--- config.mk ---
export PLATFORM = sky130hd
export DESIGN_NAME = sat_counter
export DESIGN_NICKNAME = d
export VERILOG_FILES = /design/src/rtl/sat_counter.sv
export SDC_FILE = /design/constraint.sdc
export NUM_CORES = 1
export LEC_CHECK = 0
export CORE_AREA = 5 5 42 44
export CTS_CLUSTER_DIAMETER = 150
export DETAILED_ROUTE_END_ITERATION = 10
export DIE_AREA = 0 0 47 49
export MAX_ROUTING_LAYER = met4
export PLACE_DENSITY_LB_ADDON = 0.1
export SLEW_MARGIN = 5
export SYNTH_ARGS = -nofsm -noshare
export SYNTH_HDL_FRONTEND = slang
export SYNTH_SLANG_ARGS = --single-unit
--- constraint.sdc ---
create_clock -name clk -period 1.7 [get_ports clk]
set_input_delay 0.34 -clock clk [delete_from_list [all_inputs] [get_ports clk]]
set_output_delay 0.34 -clock clk [all_outputs]
set_load 0.1 [all_outputs]
--- src/rtl/sat_counter.sv ---
// Up-counter with synchronous clear that holds at its all-ones maximum.
module sat_counter #(
   parameter int unsigned W = 8
) (
   input  logic         clk,
   input  logic         rst,
   input  logic         clr,
   input  logic         inc,
   output logic [W-1:0] cnt
);

   always_ff @(posedge clk or posedge rst) begin
      if (rst) begin
         cnt <= '0;
      end else if (clr) begin
         cnt <= '0;
      end else if (inc && (cnt != '1)) begin
         cnt <= cnt + W'(1);
      end
   end

endmodule

# ---- Word-level counts from Yosys, hierarchy flattened
# Index checks and enable logic that the tools add are counted.
dict set report totals {
  ff_bits 8
  inputBits 4
  output_inout_bits 8
  word_cells 7
}
dict set report classes {
  addsub 1
  n_eq_ne 1
  mux 2
  n_reduce_logical 2
}
# op count
set op_table {}
lappend op_table {{2-to-1 mux 8 bit} 2}
lappend op_table {{adder 8 x 1 -> 8 bit, second input constant} 1}
lappend op_table {{!= test 8 bit, second input constant} 1}
lappend op_table {{nonzero test 2 bit} 1}
lappend op_table {{logical AND 1 bit} 1}

# ---- Logic depth before layout (Yosys ltp)
dict set report depth {
  depth_word 4
  mapped_depth 4
  ltp_nobuf 4
}

# ---- Least setup slack after synthesis
# OpenSTA, ideal clock, no wires.
dict set report synth_timing {
  path_type {register to register}
  from {reg cnt[0]}
  to {reg cnt[5]}
  arrival_time_ps 1966
  required_ps 1575
  setup_slack_ps -391
  path_stages_with_launch 5
  n_path_buf 0
  cell_sequence {dfrtp_1 > ha_1 > and3_1 > a211oi_2 > mux2_4}
}
dict set report synth_between {
  elab_chain_cells 3
  elab_cells_between_ends 6
  cone_classes {1 x add/sub; 1 x eq/ne; 2 x mux; 2 x reduce/logical}
}
# element line
set synth_lines {}
lappend synth_lines {{start: declaration} 9} ;# output logic [W-1:0] cnt
lappend synth_lines {{start signal: assignment} 18} ;# cnt <= cnt + W'(1);
lappend synth_lines {{adder 8 x 1 -> 8 bit / != test 8 bit (equally long branches)} {18, 17}}
lappend synth_lines {{2-to-1 mux 8 bit / logical AND 1 bit (equally long branches)} 17} ;# end else if (inc && (cnt != '1)) begin
lappend synth_lines {{2-to-1 mux 8 bit / nonzero test 2 bit (equally long branches)} -}
# Parallel ways exist; a longest one is shown, timed or not. The select of a mux whose other input is x is not followed.
# A chain may end at the register's enable or synchronous reset.

# ---- Worst setup path in the final report
# Same ends and word-level chain as after synthesis.

==> flow_summary.yaml <==
place:
  place_inst: 76
  numPortBuffers: 11
  gp_congestion: 0.7816
  dp_hpwl_um: 835.2
yosys:
  yosysTopAreaCell: "dfrtp_1"
  synthesis.nets: 54
  yosysUniqueCellTypes: 25
  avgSynthCellArea_um2: 10.29
  synth_most_common_cell: "dfrtp_1"
  synth.top_cells.by_area: "dfrtp_1 (40%), mux2_4 (12%), nor2b_1 (5.0%), a21oi_2 (3.5%), nand2_1 (3.0%)"
  synthArstFlopShare: 1.000
  ys.flop_type: "dfrtp_1"
  netlist_area_um2: 504.2
  synth_edf_count: 0
  synth_common_cells: "dfrtp_1 (8), mux2_4 (4), nand2_1 (4), nor2_1 (4), nor2b_1 (4)"
  ys_warn_count: 0
  synth_seq_area_share: 0.3970
  ys_ff_latch: 8
  synth_top_area_share: 0.3970
  syn_inst: 49
run_status:
  status: "complete, no violations"
floorplanning:
  initial_core_util: 0.3598
  io_pins: 12
  core_mm2: 0.001401
  die_x_um: 47
  num_rows: 14
  die-area_mm2: 0.002303
  die_h_um: 49
detailed_routing:
  ant_nets: 0
  drt_iter0_markers: 23
  wl_per_cell_um: 14.18
  vias: 408
  wl_mm: 1.120
  drc: 0
  first_pass_iters: 4
  via_per_inst: 5.165
final_layout:
  max_flop_register: "cnt"
  nFillCells: 125
  largest_register_ffs: 8
  area_growth_pct: 51.61
  final_cells: 79
  multi_input_area_um2: 294.0
  diodes: 0
  reg.largest.list: "cnt x8"
  layout-drive-gt1-share: 0.4762
  regArea_um2: 215.2
  fin_nets: 70
power_and_ir_drop:
  swShare: 0.2873
  combPwrFrac: 0.206
  p_switching_w: 0.0001275
  power_leakage_nw: 0.3186
  power_density_mw_per_mm2: 580.3
  seqPwrFrac: 0.469
  p_int_w: 0.0003162
  max-vdd-ir-drop_mv: 0.3685
  clockPowerShare: 0.325
  design_power_total_w: 0.0004437
sta:
  max_clock_freq_ghz: 0.6184
  finClkSkew_ns: 0.001564
  slew_viol_final: 0
  rsz0062_at_grt: "no"
  fin_crit_ns: 1.617
  finalSetupViolCount: 0
  slew_headroom: 0.7592
  min_period_over_period: 0.9513
  finalHoldViolations: 0
  worstMarginPinSlew_ns: 0.3601
grt:
  grt_pass1_vias: 427
  grt_usage: 0.1065
  grt_pass1_wl_mm: 1.787
  grt_max_degree: 11
  antenna_found_initial: 0
  grt_overflow: 0
hold_path:
  hold_class: "in -> async"
clock_tree:
  cts_tree: "done"
  clk_pin_slew_ns: 0.05
  ctsRootBufferMaster: "clkbuf_4"
  cts_made_buffers: 3
  cts_max_path_buffers: 2
  h-tree-depth: 1
  cts_setup_buffers: 0
  hold_buffers: 0
  clkSinkCount: 8
  cts_resized: 0
  insertion_delay_ns: 0.25
setup_path:
  crit_path_max_fanout: 5
  endpoint_kind: "register"
  required_ns: 1.83
  crit_type: "reg -> reg"
  worst_setup_path_start_kind: "register"
  crit_arrival_ns: 1.75
flow_run:
  maxCapViolCount: 0
critical path, cell delays in order, from the launching register on:
cell and delay [ns]:
dfrtp_4 0.52, ha_4 0.19, and3_1 0.23, a211oi_2 0.25
mux2_4 0.31
kinds of logic (layout without fill, tap and decap cells):
| family | count (synthesis) | in the layout | synth area share |
|---|---|---|---|
| adders and majority gates | 1 | 1 | 0.02481 |
| muxes | 5 | 5 | 0.1390 |
| buffers and inverters | 4 | 18 | 0.04466 |
| and+or+nand+nor | 22 | 22 | 0.2382 |
| DFF | 8 | 8 | 0.3970 |
| AOI/OAI and AO/OA | 9 | 9 | 0.1563 |
per-stage QoR:
step	utilization	setup slack, ns	instance area, µm²	setup TNS (ns)	hold WS (ns)
after CTS	0.5455	0.07918	764.5	0	0.3503
after global routing	0.5455	0.03085	764.5	0	0.3767
after global placement	0.5295	-0.0002131	742.0	-0.0002131	0.6227
after detailed placement	0.5295	-0.03552	742.0	-0.03552	0.6306
after floorplan	-	-0.03936	531.8	-0.03936	0.1553
final	0.5455	0.08281	764.5	0	0.3428
final timing paths:
kind,to,slack [ns],cells after the start,startpoint
max reg2reg,cnt[5],0.08,4,cnt[0]
max in group asynchronous,cnt[1],1.09,2,rst
min in group clk,cnt[7],0.66,1,cnt[7]
min,cnt[0],0.34,2,rst
min reg2reg,cnt[7],0.66,1,cnt[7]
max,cnt[5],0.08,4,cnt[0]
final cells by class:
type,count,area share
timing repair buffer,13,0.2684
tap,16,0.02619
multi-input combinational,37,0.3846
inverter,2,0.009820
sequential,8,0.2815
clock buffer,3,0.02946
power by group through the flow:
| stage | sequential (W) | combinational (W) | clock, W |
|---|---|---|---|
| 6_report | 0.000208 | 0.0000915 | 0.000144 |
| 5_1_grt | 0.000209 | 0.0000977 | 0.000161 |
| 2_1_floorplan | 0.000242 | 0.0000238 | 0 |
| 3_3_place_gp | 0.000211 | 0.0000918 | 0 |
| 4_1_cts | 0.000208 | 0.0000924 | 0.000153 |
| 3_5_place_dp | 0.000212 | 0.0000922 | 0 |
layout by cell type (no fill, tap or decap):
cell	instances
clkbuf_4	3
nor2b_1	4
dfrtp_2	6
a211oi_2	1
a21boi_2	1
nand2_1	4
inv_1	2
o21bai_1	1
o311a_1	1
clkdlybuf4s50_1	3
nand4b_1	1
a21oi_1	2
and4_1	1
o211a_1	1
nor3_1	1
mux2_4	4
and2b_1	1
nand3_1	2
buf_12	8
nand2b_1	1
nand4_1	2
buf_4	2
ha_4	1
mux2i_1	1
and3_1	1
dfrtp_4	2
nor2_1	4
a21oi_2	2
per-layer routing:
layer  vias up  part of all wire  track usage
met5         -                 0            -
met4         0                 0      0.02765
met3         0             0.046      0.03321
met2        13              0.46       0.1493
met1       189              0.49       0.1467
li1        206                 -            -
No activity file was read; power rests on OpenSTA's default activity.
